$ cat config.mk
export PLATFORM = sky130hd
export DESIGN_NAME = muldiv_seq
export DESIGN_NICKNAME = d
export VERILOG_FILES = /design/src/rtl/muldiv_seq_pkg.sv /design/src/rtl/muldiv_iter_dp.sv /design/src/rtl/muldiv_seq.sv
export SDC_FILE = /design/constraint.sdc
export NUM_CORES = 1
export LEC_CHECK = 0
export CELL_PAD_IN_SITES_DETAIL_PLACEMENT = 1
export CELL_PAD_IN_SITES_GLOBAL_PLACEMENT = 1
export CORE_MARGIN = 8
export CORE_UTILIZATION = 50
export CTS_BUF_LIST = sky130_fd_sc_hd__clkbuf_4 sky130_fd_sc_hd__clkbuf_8
export DETAILED_ROUTE_END_ITERATION = 12
export GPL_TIMING_DRIVEN = 0
export PLACE_DENSITY_LB_ADDON = 0.3
export SKIP_CTS_REPAIR_TIMING = 1
export SLEW_MARGIN = 5
export SYNTH_ARGS = -nofsm -noshare
export SYNTH_HDL_FRONTEND = slang
export SYNTH_SLANG_ARGS = --single-unit
$ cat constraint.sdc
create_clock -name clk -period 11.4 [get_ports clk]
set_clock_uncertainty 0.2 [all_clocks]
set_input_delay 2.28 -clock clk [delete_from_list [all_inputs] [get_ports clk]]
set_output_delay 2.28 -clock clk [all_outputs]
set_load 0.005 [all_outputs]
$ cat src/rtl/muldiv_seq_pkg.sv
// muldiv_seq_pkg: shared RV32M sizes, funct3 codes and sequencer state type
package muldiv_seq_pkg;
    localparam int XLEN  = 32;
    localparam int CNT_W = $clog2(XLEN) + 1;
    localparam logic [2:0] F_MUL    = 3'b000;
    localparam logic [2:0] F_MULH   = 3'b001;
    localparam logic [2:0] F_MULHSU = 3'b010;
    localparam logic [2:0] F_MULHU  = 3'b011;
    localparam logic [2:0] F_DIV    = 3'b100;
    localparam logic [2:0] F_DIVU   = 3'b101;
    localparam logic [2:0] F_REM    = 3'b110;
    localparam logic [2:0] F_REMU   = 3'b111;
    localparam logic [6:0] F7_R_M   = 7'b0000001;
    typedef enum logic [1:0] {IDLE, CALC, FIX, DONE} state_t;
endpackage

$ cat src/rtl/muldiv_iter_dp.sv
// muldiv_iter_dp: operand/accumulator registers and one-step shift-add / restoring-divide datapath
// Ports: load latches magnitudes and sign flags from f3/a/b; load_sp writes sp_val straight
// into result; step runs one iteration; fix applies signs and registers the selected result.
module muldiv_iter_dp
    import muldiv_seq_pkg::*;
(
    input  logic            clk,
    input  logic            rst_n,
    input  logic            load,
    input  logic            load_sp,
    input  logic            step,
    input  logic            fix,
    input  logic [2:0]      f3,
    input  logic [XLEN-1:0] a,
    input  logic [XLEN-1:0] b,
    input  logic [XLEN-1:0] sp_val,
    output logic [XLEN-1:0] result
);
    logic [2:0]        op;
    logic [XLEN-1:0]   opnd, am, bm, rem, res_sel;
    logic [2*XLEN-1:0] acc, acc_nx, prod;
    logic [XLEN:0]     mul_sum, sh, diff;
    logic              a_neg, b_neg, neg_q, neg_r, qb;
    // opnd holds the multiplicand (mul) or divisor (div); acc low half starts as the
    // multiplier (consumed LSB-first) or the dividend (shifted out as quotient bits enter)
    always_comb begin
        a_neg   = a[XLEN-1] && (f3 == F_MULH || f3 == F_MULHSU || f3 == F_DIV || f3 == F_REM);
        b_neg   = b[XLEN-1] && (f3 == F_MULH || f3 == F_DIV || f3 == F_REM);
        am      = a_neg ? -a : a;
        bm      = b_neg ? -b : b;
        mul_sum = {1'b0, acc[2*XLEN-1:XLEN]} + (acc[0] ? {1'b0, opnd} : '0);
        sh      = acc[2*XLEN-1:XLEN-1];
        diff    = sh - {1'b0, opnd};
        qb      = !diff[XLEN];
        acc_nx  = op[2] ? {qb ? diff[XLEN-1:0] : sh[XLEN-1:0], acc[XLEN-2:0], qb}
                        : {mul_sum, acc[XLEN-1:1]};
        // the low half of the negated product is also the negated quotient
        prod    = neg_q ? -acc : acc;
        rem     = neg_r ? -acc[2*XLEN-1:XLEN] : acc[2*XLEN-1:XLEN];
        res_sel = !op[2] ? (op == F_MUL ? prod[XLEN-1:0] : prod[2*XLEN-1:XLEN])
                         : (op[1] ? rem : prod[XLEN-1:0]);
    end
    always_ff @(posedge clk or negedge rst_n) begin
        if (!rst_n) begin
            op     <= '0;
            opnd   <= '0;
            acc    <= '0;
            neg_q  <= 1'b0;
            neg_r  <= 1'b0;
            result <= '0;
        end else begin
            if (load) begin
                op    <= f3;
                opnd  <= f3[2] ? bm : am;
                acc   <= {{XLEN{1'b0}}, f3[2] ? am : bm};
                neg_q <= a_neg ^ b_neg;
                neg_r <= a_neg;
            end else if (step) begin
                acc <= acc_nx;
            end
            if (fix)
                result <= res_sel;
            else if (load_sp)
                result <= sp_val;
        end
    end
endmodule

$ cat src/rtl/muldiv_seq.sv
// muldiv_seq: multi-cycle RV32M multiply/divide sequencer with pipeline stall
// Ports: start/funct3_/rs1_value/rs2_value request an operation (sampled in IDLE);
// kill aborts CALC/FIX; stall_ freezes the front end; busy = not IDLE; done pulses
// for one cycle with result valid; result holds until the next accepted start.
module muldiv_seq
    import muldiv_seq_pkg::*;
(
    input  logic            clk,
    input  logic            rst_n,
    input  logic            start,
    input  logic [2:0]      funct3_,
    input  logic [XLEN-1:0] rs1_value,
    input  logic [XLEN-1:0] rs2_value,
    input  logic            kill,
    output logic            stall_,
    output logic            busy,
    output logic            done,
    output logic [XLEN-1:0] result
);
    state_t          state, state_nx;
    logic [CNT_W-1:0] cnt;
    logic            accept, div_zero, div_ovf, special;
    logic [XLEN-1:0] sp_val;
    always_comb begin
        accept   = state == IDLE && start && !kill;
        div_zero = funct3_[2] && rs2_value == '0;
        div_ovf  = (funct3_ == F_DIV || funct3_ == F_REM) && rs2_value == '1 &&
                   rs1_value == {1'b1, {(XLEN-1){1'b0}}};
        special  = div_zero || div_ovf;
        // overflow quotient equals the dividend itself (0x80000000)
        sp_val   = div_zero ? (funct3_[1] ? rs1_value : '1) : (funct3_[1] ? '0 : rs1_value);
        case (state)
            IDLE:    state_nx = accept ? (special ? DONE : CALC) : IDLE;
            CALC:    state_nx = kill ? IDLE : (cnt == CNT_W'(1) ? FIX : CALC);
            FIX:     state_nx = kill ? IDLE : DONE;
            default: state_nx = IDLE;
        endcase
        stall_ = accept || state == CALC || state == FIX;
        busy   = state != IDLE;
        done   = state == DONE;
    end
    always_ff @(posedge clk or negedge rst_n) begin
        if (!rst_n) begin
            state <= IDLE;
            cnt   <= '0;
        end else begin
            state <= state_nx;
            cnt   <= accept ? CNT_W'(XLEN) : (state == CALC ? cnt - CNT_W'(1) : cnt);
        end
    end
    muldiv_iter_dp u_dp (
        .clk    (clk),
        .rst_n  (rst_n),
        .load   (accept && !special),
        .load_sp(accept && special),
        .step   (state == CALC && !kill),
        .fix    (state == FIX && !kill),
        .f3     (funct3_),
        .a      (rs1_value),
        .b      (rs2_value),
        .sp_val (sp_val),
        .result (result)
    );
endmodule

# [Word-level counts from Yosys, hierarchy flattened]
# Index checks and enable logic that the tools add are counted.
[op_classes] add_sub_neg=7 n_mul=0 div=0 magnitude_cmp=0 n_eq_ne=10 n_shift=0 n_mux=27 n_bitwise=1 n_reduce_logical=30
[op_table] operator="$mux W32" count=15
[op_table] operator="$mux W64" count=4
[op_table] operator="$neg A32 Y32" count=3
[op_table] operator="$eq A32 B32 Y1 const B" count=2
[op_table] operator="$neg A64 Y64" count=1
[op_table] operator="$add A32 B33 Y33" count=1
[op_table] operator="$sub A33 B32 Y33" count=1
[op_table] operator="$logic_not A32 Y1" count=1
[op_table] operator="$mux W6" count=2
[op_table] operator="$logic_and A1 B1 Y1" count=11
[op_table] operator="$mux W2" count=5
[op_table] operator="$logic_or A1 B1 Y1" count=9
[op_table] operator="$reduce_bool A2 Y1" count=4
[op_table] operator="$eq A3 B3 Y1 const B" count=2
[op_table] operator="$eq A6 B1 Y1 const B" count=1
[op_table] operator="$pmux W2 S3" count=1
[op_table] operator="$sub A6 B1 Y6 const B" count=1
[op_table] operator="$eq A2 B2 Y1 const B" count=2
[op_table] operator="$eq A3 B1 Y1 const B" count=1
[op_table] operator="$eq A3 B2 Y1 const B" count=1
[op_table] operator="$logic_not A1 Y1" count=3
[op_table] operator="$logic_not A3 Y1" count=1
[op_table] operator="$eq A2 B1 Y1 const B" count=1
[op_table] operator="$logic_not A2 Y1" count=1
[op_table] operator="$xor A1 B1 Y1" count=1
[word_totals] register_bits=141 latch_bits=0 ramBits=0 romBits=0 input_bits=71 out_inout_bits=35 word_cells=83 n_memories=0

# [Longest topological paths before layout]
# Gate-level depths: netlist (run 1).
[logic_depth] word_depth=8 depth_mapped=14 depth_no_buf=13

# [Hierarchy]
# From an unflattened synthesis (run 1), not the netlist that was laid out.
[hier_totals] cells_unflattened=2092 hier_area_um2=15532.4
[by_module_without_submodules] module="muldiv_iter_dp" instances=1 cells_each=1901 area_per_inst_um2=14397.6 seq_area_each_um2=3328.2
[by_module_without_submodules] module="muldiv_seq" instances=1 cells_each=191 area_per_inst_um2=1134.8 seq_area_each_um2=200.2

# [Worst setup path after synthesis (run 1)]
# OpenSTA, ideal clock, no wires.
[synth_path] path_kind="input port to flip-flop" startpoint="input port rs2_value[24]" endpoint="register u_dp.acc[0]" setup_ns=0.143 t_arrival_ns=4.913 required_ns=11.057 path_slack_ns=6.144 cell_stages=9 path_buffers=3 path_cell_list="or4_1 or4_1 or4_1 nor3_2 or3_1 buf_2 buf_2 buf_2 o221ai_1"
[synth_between] elab_chain_len=7 elab_cells_between_ends=10 classes_between="1 x eq/ne; 1 x mux; 8 x reduce/logical"
[synth_rtl] element="start: declaration" line="muldiv_seq.sv:13" rtl="input logic [XLEN-1:0] rs2_value,"
[synth_rtl] element="$eq A32 B32 Y1" line="muldiv_seq.sv:27" rtl="div_ovf = (funct3_ == F_DIV || funct3_ == F_REM) && rs2_value == '1 &&"
[synth_rtl] element="$logic_and A1 B1 Y1 (2 in series)" line="muldiv_seq.sv:27"
[synth_rtl] element="$logic_or A1 B1 Y1 *" line="muldiv_seq.sv:29" rtl="special = div_zero || div_ovf;"
[synth_rtl] element="$logic_not A1 Y1 *" line="muldiv_seq.sv:54" rtl=".load (accept && !special),"
[synth_rtl] element="$logic_and A1 B1 Y1 *" line="muldiv_seq.sv:54"
[synth_rtl] element="$mux W64 or $reduce_bool A2 Y1 (tied branches)"
[synth_rtl] element="end signal: assignment" line="muldiv_iter_dp.sv:55" rtl="acc <= {{XLEN{1'b0}}, f3[2] ? am : bm};"
[synth_rtl] element="end signal: assignment" line="muldiv_iter_dp.sv:59" rtl="acc <= acc_nx;"
[synth_rtl] element="end: declaration" line="muldiv_iter_dp.sv:21" rtl="logic [2*XLEN-1:0] acc, acc_nx, prod;"
# Mark *: on every way between the ends. The rest lies on a longest branch, timed or not.
# A chain may end at the register's enable or synchronous reset.

# [Worst setup path in the final report (run 1)]
[layout_path] startpoint="input port rs1_value[2]" endpoint="register u_dp.acc[14]"
[layout_between] elab_chain_len=6 elab_cells_between_ends=10 classes_between="1 x add/sub; 1 x eq/ne; 3 x mux; 5 x reduce/logical"
[layout_rtl] element="start: declaration" line="muldiv_seq.sv:12" rtl="input logic [XLEN-1:0] rs1_value,"
[layout_rtl] element="parallel branches: the longest is 6 deep, another holds $neg A32 Y32"
# Several ways; the timed one is not identified.

==> results of run 1 <==
## state kept, by name (all words and copies together) (netlist names)
name and count:
u_dp.neg_q 1, u_dp.acc 64, u_dp.opnd 32, u_dp.op 3
u_dp.result 32, u_dp.neg_r 1, state 2, cnt 6
## report_power, final
part           switching (W)  internal (W)  leakage (nW)  total [W]
sequential          0.000289      0.000676          1.81   0.000966
combinational        0.00201       0.00115          5.12    0.00316
clock               0.000231      0.000280         0.240   0.000511
## cell families (layout without fill, tap and decap cells)
| group | count (synthesis) | count (layout) |
|---|---|---|
| flip-flops | 141 | 141 |
| AO/OA/AOI/OAI | 643 | 643 |
| XOR/XNOR | 196 | 196 |
| AND/OR/NAND/NOR | 661 | 661 |
| adder cells (fa/ha/maj) | 87 | 87 |
| buffers and inverters | 223 | 360 |
| multiplexers | 85 | 85 |
## metal layers
metal	up-vias	global-route usage, %	wire [µm]
li1	7667	-	-
met1	8791	48.51	28870
met2	1084	63.65	33330
met3	281	10.65	7523
met4	4	25.33	5202
met5	-	0	27
## cell type report
type | count | area, µm² | share of cell area [%]
clock buffers | 20 | 275.3 | 1.587
plain buffers | 146 | 569.3 | 3.281
flip-flops and latches | 141 | 3528 | 20.34
multi-input cells | 1672 | 10920 | 62.92
well taps | 396 | 495.5 | 2.856
repair buffers | 105 | 1070 | 6.166
clock inverters | 12 | 206.4 | 1.190
inverters | 77 | 289.0 | 1.666
## worst max-delay path: stages
cell and delay, ns:
clkdlybuf4s50_1 0.60, or4_1 0.64, nor4_1 0.42, and4b_1 0.26
clkbuf_1 0.23, nor4bb_1 0.72, nor3_1 0.35, nor2_1 0.50
clkbuf_1 0.57, nand2_1 0.16, o221ai_1 0.11
## cells in the final DEF (no fill, tap or decap), types with 7 or more instances in the layout
master / count
a22oi_1: 19
buf_2: 10
nor2b_1: 14
or2_2: 8
xnor2_1: 103
o211ai_1: 33
o21ai_0: 179
a211oi_1: 32
clkbuf_1: 128
nand2b_1: 17
maj3_1: 14
or4_1: 20
or3_1: 28
nor3_1: 49
a221o_1: 7
nor4_1: 16
a221oi_1: 23
mux2i_1: 74
nand4_1: 20
o31ai_1: 35
a21oi_1: 154
o221ai_1: 26
and2_1: 13
nand2_1: 209
ha_1: 71
clkdlybuf4s50_1: 103
nand3_1: 53
xor2_1: 93
dfrtp_1: 141
inv_1: 76
and3_1: 14
o21a_1: 9
mux2_2: 11
nor2_1: 173
a31oi_1: 23
clkbuf_8: 20
a21o_1: 33
o41ai_1: 16
## worst paths after layout
kind | start | to | cells past startpoint
hold / removal | u_dp.opnd[11]$_DFFE_PN0P_ | u_dp.opnd[11]$_DFFE_PN0P_ | 2
setup reg to reg | u_dp.acc[0]$_DFFE_PN0P_ | u_dp.acc[60]$_DFFE_PN0P_ | 11
hold reg to reg | u_dp.opnd[11]$_DFFE_PN0P_ | u_dp.opnd[11]$_DFFE_PN0P_ | 2
max in group asynchronous | rst_n | u_dp.acc[45]$_DFFE_PN0P_ | 2
setup / recovery | rs1_value[2] | u_dp.acc[14]$_DFFE_PN0P_ | 11
min in group asynchronous | rst_n | cnt[4]$_DFFE_PN0P_ | 1
## stage by stage
step | utilization, % | total power (W) | hold slack (ns)
2_1_floorplan | - | 0.002870 | 0.2498
6_report | 57.17 | 0.004632 | 0.2909
4_1_cts | 57.14 | 0.004484 | 0.2916
3_3_place_gp | 55.46 | 0.003821 | 0.2647
5_1_grt | 57.17 | 0.004827 | 0.3162
3_5_place_dp | 55.56 | 0.003955 | 0.2710
==> metrics.md, run 1 <==
| Metric | Value |
|---|---|
| Period utilisation layout | around three fifths |
| Clk root buf | clkbuf_8 |
| Detailed-route wire length per cell | between 20 and 30 µm |
| Hold Fails Final Rpt | 0 |
| GRT overflow | 0 |
| Total track usage | 40.39% |
| GP Congestion | between 1 and 1.5 |
| Mux contribution to synthesized area | 5.652% |
| Outcome | complete, no violations |
| Setup violations, final | 0 |
| DRT antenna net count | 0 |
| Startpoint types | primary input |
| TritonCTS clock tree | built |
| Adder-Cell Fraction of Synth Area | about 7% |
| Final HPWL DP | 59730 µm |
| Die area | between 0.03 and 0.04 mm² |
| YS warnings | 0 |
| Synth top area share | a little under a quarter |
| Antenna Cells | 0 |
| Starting Density | around 50% |
| Largest family of logic cells by synthesized area | compound AO/OA/AOI/OAI gates |
| DR iter-0 viols | between 2k and 2.5k |
| F_max | 149.8 MHz |
| Post-synth top cells | 209 x nand2_1, 179 x o21ai_0, 173 x nor2_1 |
| Post-synthesis async set-or-reset flop share | 100.0% |
| MaxCap Viol Count | 0 |
| Placed insts | around 2.5k |
| Syn-to-layout area delta | 13.42% |
| Count leader, synth | nand2_1 |
| Yosys cell types | 77 |
| Mapped Area | 0.01530 mm² |
| DIE WIDTH | approximately 190 µm |
| Nets | roughly 2.3k |
| Worst-path fanout max | 10 |
| Largest net degree at the start of global routing | 84 |
| Crit path required time | 11.59 ns |
| Simple-gate portion of the synthesized area | 20.62% |
| Share of layout cells above drive strength 1 | under 10% |
| First drt pass iteration count | 5 |
| Min Tclk post-route | roughly 6.7 ns |
| DR DRC count | 0 |
| Max_slew headroom | between 10% and 20% |
| Clock latency at the later pin of the worst-skew pair | 0.49 ns |
| Post-synth EDFFs | 0 |
| Compound-Gate Fraction of Synth Area | between 20 and 30% |
| RSZ-0062 raised after global routing | false |
| Final wirelength | 74950 µm |
| Port bufs | 104 |
| VDD IR max | 0.00009692 V |
| Via density | around 6.9 |
| CP Class | primary input to flop |
| Clock sinks | 141 |
| Area after DPL | about 0.017 mm² |
| Vias in the first global route | roughly 18k |
| Final Instance Area | 0.01735 mm² |
| Pins Over Slew Limit | 0 |
| Number of synthesized register bits | about 140 |
| CTS Buffer Depth | 2 |
| Post-synthesis sequential area ratio | 23.07% |
| Post-Syn Instances | just over 2k |
| Final worst setup slack | approximately 4.7 ns |
| Main synth FF type | dfrtp_1 |
| Type of destination of the critical path | flop |
| Std-Cell Rows | 64 |
| R2R setup slack | between 6 and 7 ns |
| Pre-CTS setup slack | roughly 4.4 ns |
| TritonCTS Buffers | 17 |
| Top Ports | 106 |
| First-pass GRT wire length | roughly 110000 µm |
| Synth area leaders | dfrtp_1 23%, xnor2_1 5.9%, o21ai_0 5.9% |
| Worst hold path type | flop to flop |
| Non-filler cells, final | 2569 |
| Setup TNS | 0 ns |
| Post-synthesis xor/xnor area fraction | approximately 11% |
| PD cells | 267.0 mW/mm² |
| Fillers | 3863 |
| WP data arrival | roughly 6.9 ns |
| Worst Tran Pin Value | roughly 1.3 ns |
| Core area | roughly 0.030 mm² |
| Avg Cell Area, Syn | approximately 7.5 µm² |
| Die extent in y | approximately 190 µm |
| Routed vias | ~18k |
| P_leak | between 7 and 8 nW |
| Clock transition at path regs | approximately 0.09 ns |
| Synth area leader | dfrtp_1 |
| Initial antenna violation count | 3 |
| Post-synthesis net count | roughly 2.2k |
| CTS H-Tree Depth | 4 |
Power figures use the tool's default switching activity.
==> inputs of run 2 (changes only) <==
--- a/config.mk
+++ b/config.mk
@@ -8,7 +8,7 @@
 export CELL_PAD_IN_SITES_DETAIL_PLACEMENT = 1
 export CELL_PAD_IN_SITES_GLOBAL_PLACEMENT = 1
 export CORE_MARGIN = 8
-export CORE_UTILIZATION = 50
+export CORE_UTILIZATION = 46
 export CTS_BUF_LIST = sky130_fd_sc_hd__clkbuf_4 sky130_fd_sc_hd__clkbuf_8
 export DETAILED_ROUTE_END_ITERATION = 12
 export GPL_TIMING_DRIVEN = 0
==> constraint.sdc (replaced) <==
create_clock -name clk -period 6.7 [get_ports clk]
set_clock_uncertainty 0.2 [all_clocks]
set_input_delay 1.34 -clock clk [delete_from_list [all_inputs] [get_ports clk]]
set_output_delay 1.34 -clock clk [all_outputs]
set_load 0.005 [all_outputs]
==> metrics.md, run 2 (synthesis results as in run 1) <==
| Metric | Value |
|---|---|
| Min Tclk post-route | just over 6 ns |
| CTS H-Tree Depth | 4 |
| Worst-path fanout max | 10 |
| GRT overflow | 0 |
| Commonest non-fill, non-tap cell in the layout | nand2_1 |
| WP data arrival | between 6 and 7 ns |
| Detailed-route wire length per cell | 27.79 µm |
| Period utilisation layout | roughly 91% |
| Via density | between 6 and 7 |
| R2R setup slack | between 1.5 and 2 ns |
| Routed vias | 17.45k |
| Largest net degree at the start of global routing | about 90 |
| Total track usage | roughly 36% |
| TritonCTS clock tree | built |
| Crit path launch | rs2_value[0] |
| F_max | approximately 160 MHz |
| Pins Over Slew Limit | 0 |
| Setup TNS | 0 ns |
| First drt pass iteration count | 7 |
| Startpoint of the worst hold path | u_dp.opnd[3]$_DFFE_PN0P_ |
| Share of layout cells above drive strength 1 | 3.818% |
| Die area | 0.03934 mm² |
| DR iter-0 viols | roughly 1.7k |
| P_leak | ~7 nW |
| Util after Layout | between 50% and 60% |
| Starting Density | between 40% and 50% |
| Startpoint types | primary input |
| RSZ-0062 raised after global routing | false |
| Multi-input gate area | about 0.011 mm² |
| Final HPWL DP | slightly below 60000 µm |
| Core area | 0.03262 mm² |
| Sw frac | a little over half |
| Overall Power | 0.007731 W |
| Fillers | 4113 |
| Vias in the first global route | 17.16k |
| Crit path required time | 6.89 ns |
| DIE WIDTH | ~200 µm |
| Max_slew headroom | around 8.3% |
| Internal power | 0.003498 W |
| Most frequent cells in the layout | 209 x nand2_1, 179 x o21ai_0, 173 x nor2_1 |
| Clock sinks | 141 |
| GP Congestion | 1.012 |
| Biggest regs | u_dp.acc (64), u_dp.opnd (32), u_dp.result (32) |
| Worst hold path type | flop to flop |
| FF-to-FF path depth | 11 |
| CP Class | primary input to flop |
| Antenna Cells | 0 |
| Clock transition at path regs | ~0.09 ns |
| Outcome | complete, no violations |
| Type of destination of the critical path | flop |
| Top Ports | between 100 and 150 |
| Clk root buf | clkbuf_8 |
| VDD IR max | between 0.0002 and 0.00025 V |
| Nets | around 2.3k |
| Die extent in y | between 150 and 200 µm |
| Final worst setup slack | a little under 0.6 ns |
| Pre-CTS setup slack | ~0.31 ns |
| Hold WS | slightly below 0.3 ns |
| Share of power burned in registers | just over 20% |
| Final wirelength | 72710 µm |
| Std-Cell Rows | 66 |
| Net switching power | ~0.0042 W |
| Max FFs per register | 64 |
| Biggest register | u_dp.acc |
| Seq. cell area | 0.003528 mm² |
| FF-to-FF End | u_dp.acc[38]$_DFFE_PN0P_ |
| First-pass GRT wire length | between 100000 and 150000 µm |
| Worst Tran Pin Value | ~1.4 ns |
| Cells on Worst Hold Path | 2 |
| Port bufs | approximately 100 |
| DRT antenna net count | 0 |
| RR Startpoint | u_dp.acc[40]$_DFFE_PN0P_ |
| CTS Buffer Depth | 2 |
| WHS Endpoint | u_dp.opnd[3]$_DFFE_PN0P_ |
| Clock latency at the later pin of the worst-skew pair | approximately 0.5 ns |
| Logic gate share of total power | between 60 and 70% |
| TritonCTS Buffers | 17 |
| Initial antenna violation count | 0 |
| Clk pwr share | roughly a tenth |
| Setup violations, final | 0 |
| PD cells | roughly 440 mW/mm² |
| MaxCap Viol Count | 0 |
| Hold Fails Final Rpt | 0 |
| Syn-to-layout area delta | 13.73% |
| DR DRC count | 0 |
run 2: layout make-up:
| type | count | share of cell area [%] |
|---|---|---|
| timing repair buffer | 106 | 6.308 |
| buffer | 146 | 3.273 |
| inverter | 77 | 1.662 |
| clock inverter | 14 | 1.122 |
| tap | 442 | 3.179 |
| clock buffer | 18 | 1.424 |
| multi-input combinational | 1672 | 62.75 |
| sequential | 141 | 20.28 |
run 2: power groups by stage:
stage	combinational [W]	sequential (W)	clock, W
global placement	0.00495	0.00157	0
finish	0.00531	0.00160	0.000819
floorplan	0.00347	0.00142	0
global route	0.00564	0.00162	0.000853
detailed placement	0.00511	0.00159	0
CTS	0.00514	0.00157	0.000817
run 2: through the flow:
| step | cell area, µm² | std cells |
|---|---|---|
| floorplan | 15300 | 2036 |
| global placement | 16890 | 2582 |
| detailed placement | 16950 | 2584 |
| CTS | 17400 | 2616 |
| global route | 17400 | 2616 |
| finish | 17400 | 2616 |
run 2: worst max path at each step:
stage | endpoint | slack [ns]
after floorplan | u_dp.acc[0]$_DFFE_PN0P_ | 2.38
after global placement | u_dp.opnd[11]$_DFFE_PN0P_ | -1.95
after detailed placement | u_dp.acc[38]$_DFFE_PN0P_ | 0.31
after CTS | u_dp.acc[38]$_DFFE_PN0P_ | 0.78
after global routing | u_dp.acc[38]$_DFFE_PN0P_ | 0.46
final | u_dp.acc[38]$_DFFE_PN0P_ | 0.58
run 2: critical path, cell delays in order:
cell             delay [ns]
clkdlybuf4s50_1        0.53
inv_1                  0.10
ha_1                   0.18
or3b_2                 0.49
nor4_1                 0.62
nand4_1                0.41
nor3_2                 0.68
nor3_1                 0.42
nor2_1                 0.43
clkbuf_1               0.80
nand2_1                0.13
o221ai_1               0.15
run 2: per-layer routing:
metal  part of all wire (%)  vias to the layer above  routed length (µm)  GRT usage (%)
met5                      0                        -                   0              0
met4                    5.0                        0                3666          16.79
met3                    8.7                      194                6343          6.910
met2                     43                      871               31550          55.20
met1                     43                     8691               31140          49.64
li1                       -                     7692                   -              -
